### config.mk
export PLATFORM = sky130hd
export DESIGN_NAME = difftest_trigger_csr_source
export DESIGN_NICKNAME = d
export VERILOG_FILES = /design/src/rtl/difftest_trigger_pkg.sv /design/src/rtl/trigger_csr_shadow.sv /design/src/rtl/difftest_trigger_csr_source.sv
export SDC_FILE = /design/constraint.sdc
export NUM_CORES = 1
export LEC_CHECK = 0
export CAP_MARGIN = 20
export CORE_MARGIN = 3
export CORE_UTILIZATION = 35
export CTS_CLUSTER_SIZE = 16
export DETAILED_ROUTE_END_ITERATION = 16
export SYNTH_ARGS = -nofsm -noshare
export SYNTH_HDL_FRONTEND = slang
export SYNTH_SLANG_ARGS = --single-unit
### constraint.sdc
create_clock -name clock -period 3.5 [get_ports clock]
set_input_delay 0.525 -clock clock [delete_from_list [all_inputs] [get_ports clock]]
set_output_delay 0.525 -clock clock [all_outputs]
set_load 0.005 [all_outputs]
### src/rtl/difftest_trigger_pkg.sv
// difftest_trigger_pkg: shared CSR addresses, width and FSM states for the trigger-CSR difftest source
package difftest_trigger_pkg;
    localparam int XLEN = 64;
    localparam logic [11:0] CSR_TSELECT = 12'h7A0;
    localparam logic [11:0] CSR_TDATA1 = 12'h7A1;
    localparam logic [11:0] CSR_TINFO = 12'h7A4;
    typedef enum logic {CLEAN, PENDING} trig_state_e;
endpackage

### src/rtl/trigger_csr_shadow.sv
// trigger_csr_shadow: shadow tselect/tdata1 state with post-write view and change detection
module trigger_csr_shadow
    import difftest_trigger_pkg::*;
#(
    parameter int NUM_TRIGGERS = 4,
    parameter logic [XLEN-1:0] TDATA1_WMASK = '1,
    localparam int TW = (NUM_TRIGGERS > 1) ? $clog2(NUM_TRIGGERS) : 1
) (
    input  logic            clock,
    input  logic            reset,
    input  logic            wen,
    input  logic [11:0]     waddr,
    input  logic [XLEN-1:0] wdata,
    output logic [TW-1:0]   tselect_nxt,
    output logic [XLEN-1:0] tdata1_nxt,
    output logic            changed
);
    logic [TW-1:0]   tselect;
    logic [XLEN-1:0] tdata1 [NUM_TRIGGERS];
    logic            sel_wr;
    logic            data_wr;
    logic [XLEN-1:0] wmasked;
    assign sel_wr      = wen && waddr == CSR_TSELECT && wdata < XLEN'(NUM_TRIGGERS);
    assign data_wr     = wen && waddr == CSR_TDATA1;
    assign wmasked     = wdata & TDATA1_WMASK;
    assign tselect_nxt = sel_wr ? wdata[TW-1:0] : tselect;
    // only one address per cycle, so a tdata1 write always targets the old tselect
    assign tdata1_nxt  = data_wr ? wmasked : tdata1[tselect_nxt];
    assign changed     = (sel_wr && tselect_nxt != tselect) || (data_wr && wmasked != tdata1[tselect]);
    always_ff @(posedge clock) begin
        if (reset) begin
            tselect <= '0;
            for (int i = 0; i < NUM_TRIGGERS; i++) tdata1[i] <= '0;
        end else begin
            tselect <= tselect_nxt;
            if (data_wr) tdata1[tselect] <= wmasked;
        end
    end
endmodule

### src/rtl/difftest_trigger_csr_source.sv
// difftest_trigger_csr_source: snapshots trigger CSR state to the difftest sink at commit boundaries
module difftest_trigger_csr_source
    import difftest_trigger_pkg::*;
#(
    parameter int NUM_TRIGGERS = 4,
    parameter logic [XLEN-1:0] TINFO_VALUE = 64'h0000_0000_0000_0044,
    parameter logic [XLEN-1:0] TDATA1_WMASK = 64'hFFFF_FFFF_FFFF_FFFF,
    localparam int TW = (NUM_TRIGGERS > 1) ? $clog2(NUM_TRIGGERS) : 1
) (
    input  logic            clock,
    input  logic            reset,
    input  logic [7:0]      io_coreid,
    input  logic            io_csr_wen,
    input  logic [11:0]     io_csr_waddr,
    input  logic [XLEN-1:0] io_csr_wdata,
    input  logic            io_commit_valid,
    input  logic            io_force,
    output logic            io_out_enable,
    output logic [XLEN-1:0] io_out_tselect,
    output logic [XLEN-1:0] io_out_tdata1,
    output logic [XLEN-1:0] io_out_tinfo,
    output logic [7:0]      io_out_coreid
);
    trig_state_e     state;
    trig_state_e     state_nxt;
    logic [TW-1:0]   tselect_nxt;
    logic [XLEN-1:0] tdata1_nxt;
    logic            changed;
    logic            fire;
    trigger_csr_shadow #(
        .NUM_TRIGGERS(NUM_TRIGGERS),
        .TDATA1_WMASK(TDATA1_WMASK)
    ) u_shadow (
        .clock      (clock),
        .reset      (reset),
        .wen        (io_csr_wen),
        .waddr      (io_csr_waddr),
        .wdata      (io_csr_wdata),
        .tselect_nxt(tselect_nxt),
        .tdata1_nxt (tdata1_nxt),
        .changed    (changed)
    );
    assign fire = state == PENDING && io_commit_valid;
    // PENDING stands for dirty or a sticky force; a snapshot consumes both
    always_comb begin
        state_nxt = CLEAN;
        state_nxt = fire ? CLEAN : (state == PENDING || changed || io_force) ? PENDING : CLEAN;
    end
    always_ff @(posedge clock) begin
        if (reset) begin
            state          <= PENDING;
            io_out_enable  <= 1'b0;
            io_out_tselect <= '0;
            io_out_tdata1  <= '0;
            io_out_tinfo   <= '0;
            io_out_coreid  <= '0;
        end else begin
            state         <= state_nxt;
            io_out_enable <= fire;
            if (fire) begin
                io_out_tselect <= XLEN'(tselect_nxt);
                io_out_tdata1  <= tdata1_nxt;
                io_out_tinfo   <= TINFO_VALUE;
                io_out_coreid  <= io_coreid;
            end
        end
    end
endmodule

==> results.cfg <==
[outcome]
outcome = finished, final reports clean

[cts]
cts_buffers = 38
cts_hold_repair.buffers = 0
clk_pin_slew_ns = 0.06
htree_num_levels = 2
clock_latency_ns = 0.55
cts_sinks = 335
cts_setup_buffers = 0
ctsResizeCount = 0
cts_root_buffer = clkbuf_16
cts_tree = built
cts_buffer_depth = 3

[grt]
grt_pass1_vias = 11969
grt_pass1_wl_um = 78000
grt_usage = 0.198
grt-ovfl-total = 0
antenna_found_initial = 1
grt_start_max_net_pins = 65

[sta]
relSlewSlack = 0.289
setup_viol = 0
finalCritPeriodShare = 0.877
skew_ns = 0.0152
tightest_slew_ns = 1.07
max_freq_ghz = 0.326
slew_violations = 0
hold_viol_final = 0
whs_ns = 0.455
fin_crit_ns = 3.07
worst_slack_ns = 0.432
rsz0062_at_grt = false

[logic_synthesis]
ys.flop_type = edfxtp_1
synth.cell_area_sq_um = 17300
synthArstFlopShare = 0
synth.top_cell.area_share = 0.445
synth.area.top_cells = edfxtp_1 (44%), and2_1 (9.3%), dfxtp_1 (9.1%)
synth_cells = 1313
yosys.area.top_type = edfxtp_1
synth-edff-count = 256
syn_area_per_cell_sq_um = 13.2
ys_ff_latch = 335
ys_types = 36
seq_area_frac_synth = 0.536
ys_warn_count = 0

[detailed_routing]
vias_per_cell = 5.17
num_vias = 11615
wl_per_cell_um = 23.5
antenna_left = 0
routed_wl_um = 52800
drtIter0Drc = 905
drc = 0
drtPass1Iterations = 5

[placement]
place.gp.congestion = 0.797
pre_cts_ws_ns = -0.0548
io_buffers = 165
placed_cells = 2176
dpl.hpwl_um = 34600

[layout]
syn_to_final_growth_pct = 24.2
final.fill_count = 4409
regArea_sq_um = 9270
final_nets = 1649
antennaDiodeCount = 0
layout-drive-gt1-share = 0.167
final_util = 0.445
finalNonFillerCells = 2245
multi_input_area_sq_um = 7110

[die]
fp.dieW_um = 228
fp.coreArea_sq_um = 48200
fp.dieArea_sq_um = 52100
initial_utilization = 0.358
die_y_um = 228
num_rows = 80
io_pins = 290

[hold_path]
hold_path_depth = 2
hp-class = register to register
hold_path_end = io_out_coreid[5]$_SDFFE_PP0P_
hold_start = io_out_coreid[5]$_SDFFE_PP0P_

[critical_path]
reg2reg_from = u_shadow.tselect[1]$_SDFF_PP0_
rr_endpoint = state$_SDFF_PP1_
required_ns = 3.94
criticalPathCategory = register to register
crit_path_end_kind = register
critPathLaunchType = register
r2r_cells = 9
r2r_setup_slack_ns = 0.43
cp_max_fo = 13
worstPathArrival_ns = 3.51

[power_and_ir_drop]
p_per_area_nw_per_um2 = 432
power_leakage_nw = 8.46
ir_worst_vdd_mv = 0.306

[flow_run]
cap_viol_max_count = 0
-- kinds of logic after synthesis --
| kind of cell | synth area share |
|---|---|
| DFF | 0.536 |
| AOI/OAI and AO/OA | 0.0661 |
| muxes | 0.158 |
| and+or+nand+nor | 0.121 |
| xor gates and xnor gates | 0.0355 |
| other | 0.000217 |
| buffers and inverters | 0.0826 |
-- worst max-delay path by stage --
stage,from,to,slack [ns]
after floorplan,io_csr_waddr[1],u_shadow.tdata1[2][0]$_SDFFCE_PN0P_,0.29
after global placement,io_csr_wdata[18],io_out_tdata1[50]$_SDFFE_PP0P_,0.03
after detailed placement,io_csr_wdata[18],io_out_tdata1[41]$_SDFFE_PP0P_,-0.05
after CTS,u_shadow.tselect[1]$_SDFF_PP0_,state$_SDFF_PP1_,0.38
after global routing,u_shadow.tselect[1]$_SDFF_PP0_,state$_SDFF_PP1_,0.28
final,u_shadow.tselect[1]$_SDFF_PP0_,state$_SDFF_PP1_,0.43
-- registers in the layout (all words and copies together), names as in the netlist --
name,count
u_shadow.tselect,2
io_out_tselect,2
io_out_coreid,8
state,1
u_shadow.tdata1,256
io_out_tdata1,64
io_out_enable,1
io_out_tinfo,1
-- placed cells by master (no fill, tap or decap), types with 3 or more instances in the layout --
cell type | netlist | layout
xor2_1 | 32 | 32
buf_4 | 127 | 104
clkbuf_8 | 0 | 4
clkinv_1 | 0 | 3
clkdlybuf4s50_1 | 0 | 165
clkinv_2 | 0 | 4
a22oi_1 | 64 | 64
edfxtp_1 | 256 | 256
nand2_1 | 18 | 18
buf_12 | 0 | 34
xnor2_1 | 38 | 38
or2_2 | 3 | 3
clkbuf_1 | 61 | 16
nor2_1 | 12 | 10
o221ai_1 | 64 | 64
nor4_1 | 25 | 25
conb_1 | 1 | 124
a21oi_1 | 9 | 9
nand4_1 | 13 | 13
and2_1 | 258 | 258
dfxtp_1 | 79 | 77
clkbuf_16 | 0 | 38
mux4_2 | 60 | 60
mux2i_1 | 138 | 137
-- metrics by stage --
stage,power (mW),setup TNS [ns],cell area (sq um)
6_report,9.29,0,21500
5_1_grt,9.59,0,21500
4_1_cts,9.37,0,21500
3_5_place_dp,5.58,-0.797,20300
3_3_place_gp,5.57,0,20300
2_1_floorplan,5.08,0,17800
-- cell usage after synthesis (all sizes together) (26+ instances only) --
library cell / count
and2: 258
edfxtp: 256
buf: 158
mux2i: 138
dfxtp: 79
a22oi: 64
o221ai: 64
clkbuf: 61
mux4: 60
xnor2: 38
xor2: 32
nor4: 26
-- power by group --
part	switching (mW)	total, mW	internal (mW)
clock	1.61	3.79	2.18
sequential	0.129	4.61	4.48
combinational	0.465	0.896	0.431
-- final cells by class --
class | instances | area share
well taps | 656 | 0.0382
clock buffers | 58 | 0.0496
repair buffers | 303 | 0.145
multi-input cells | 882 | 0.331
flip-flops and latches | 335 | 0.432
clock inverters | 11 | 0.00443
-- worst max-delay path, cell delays in order (launching register included) --
cell and delay [ns]:
dfxtp_4 0.53, buf_12 0.20, buf_12 0.18, mux4_2 0.52, xnor2_1 0.26, nand4_1 0.18, nor4_1 0.45, and3_1 0.23
nand4_1 0.10, a211o_1 0.31
-- routing by layer --
layer	global-route usage	wire length, um	vias to the layer above
li1	-	-	5163
met3	0.0334	3560	84
met5	0	11	-
met2	0.328	25300	473
met1	0.262	22200	5893
met4	0.0720	1760	2
No activity file was read; power rests on OpenSTA's default activity.
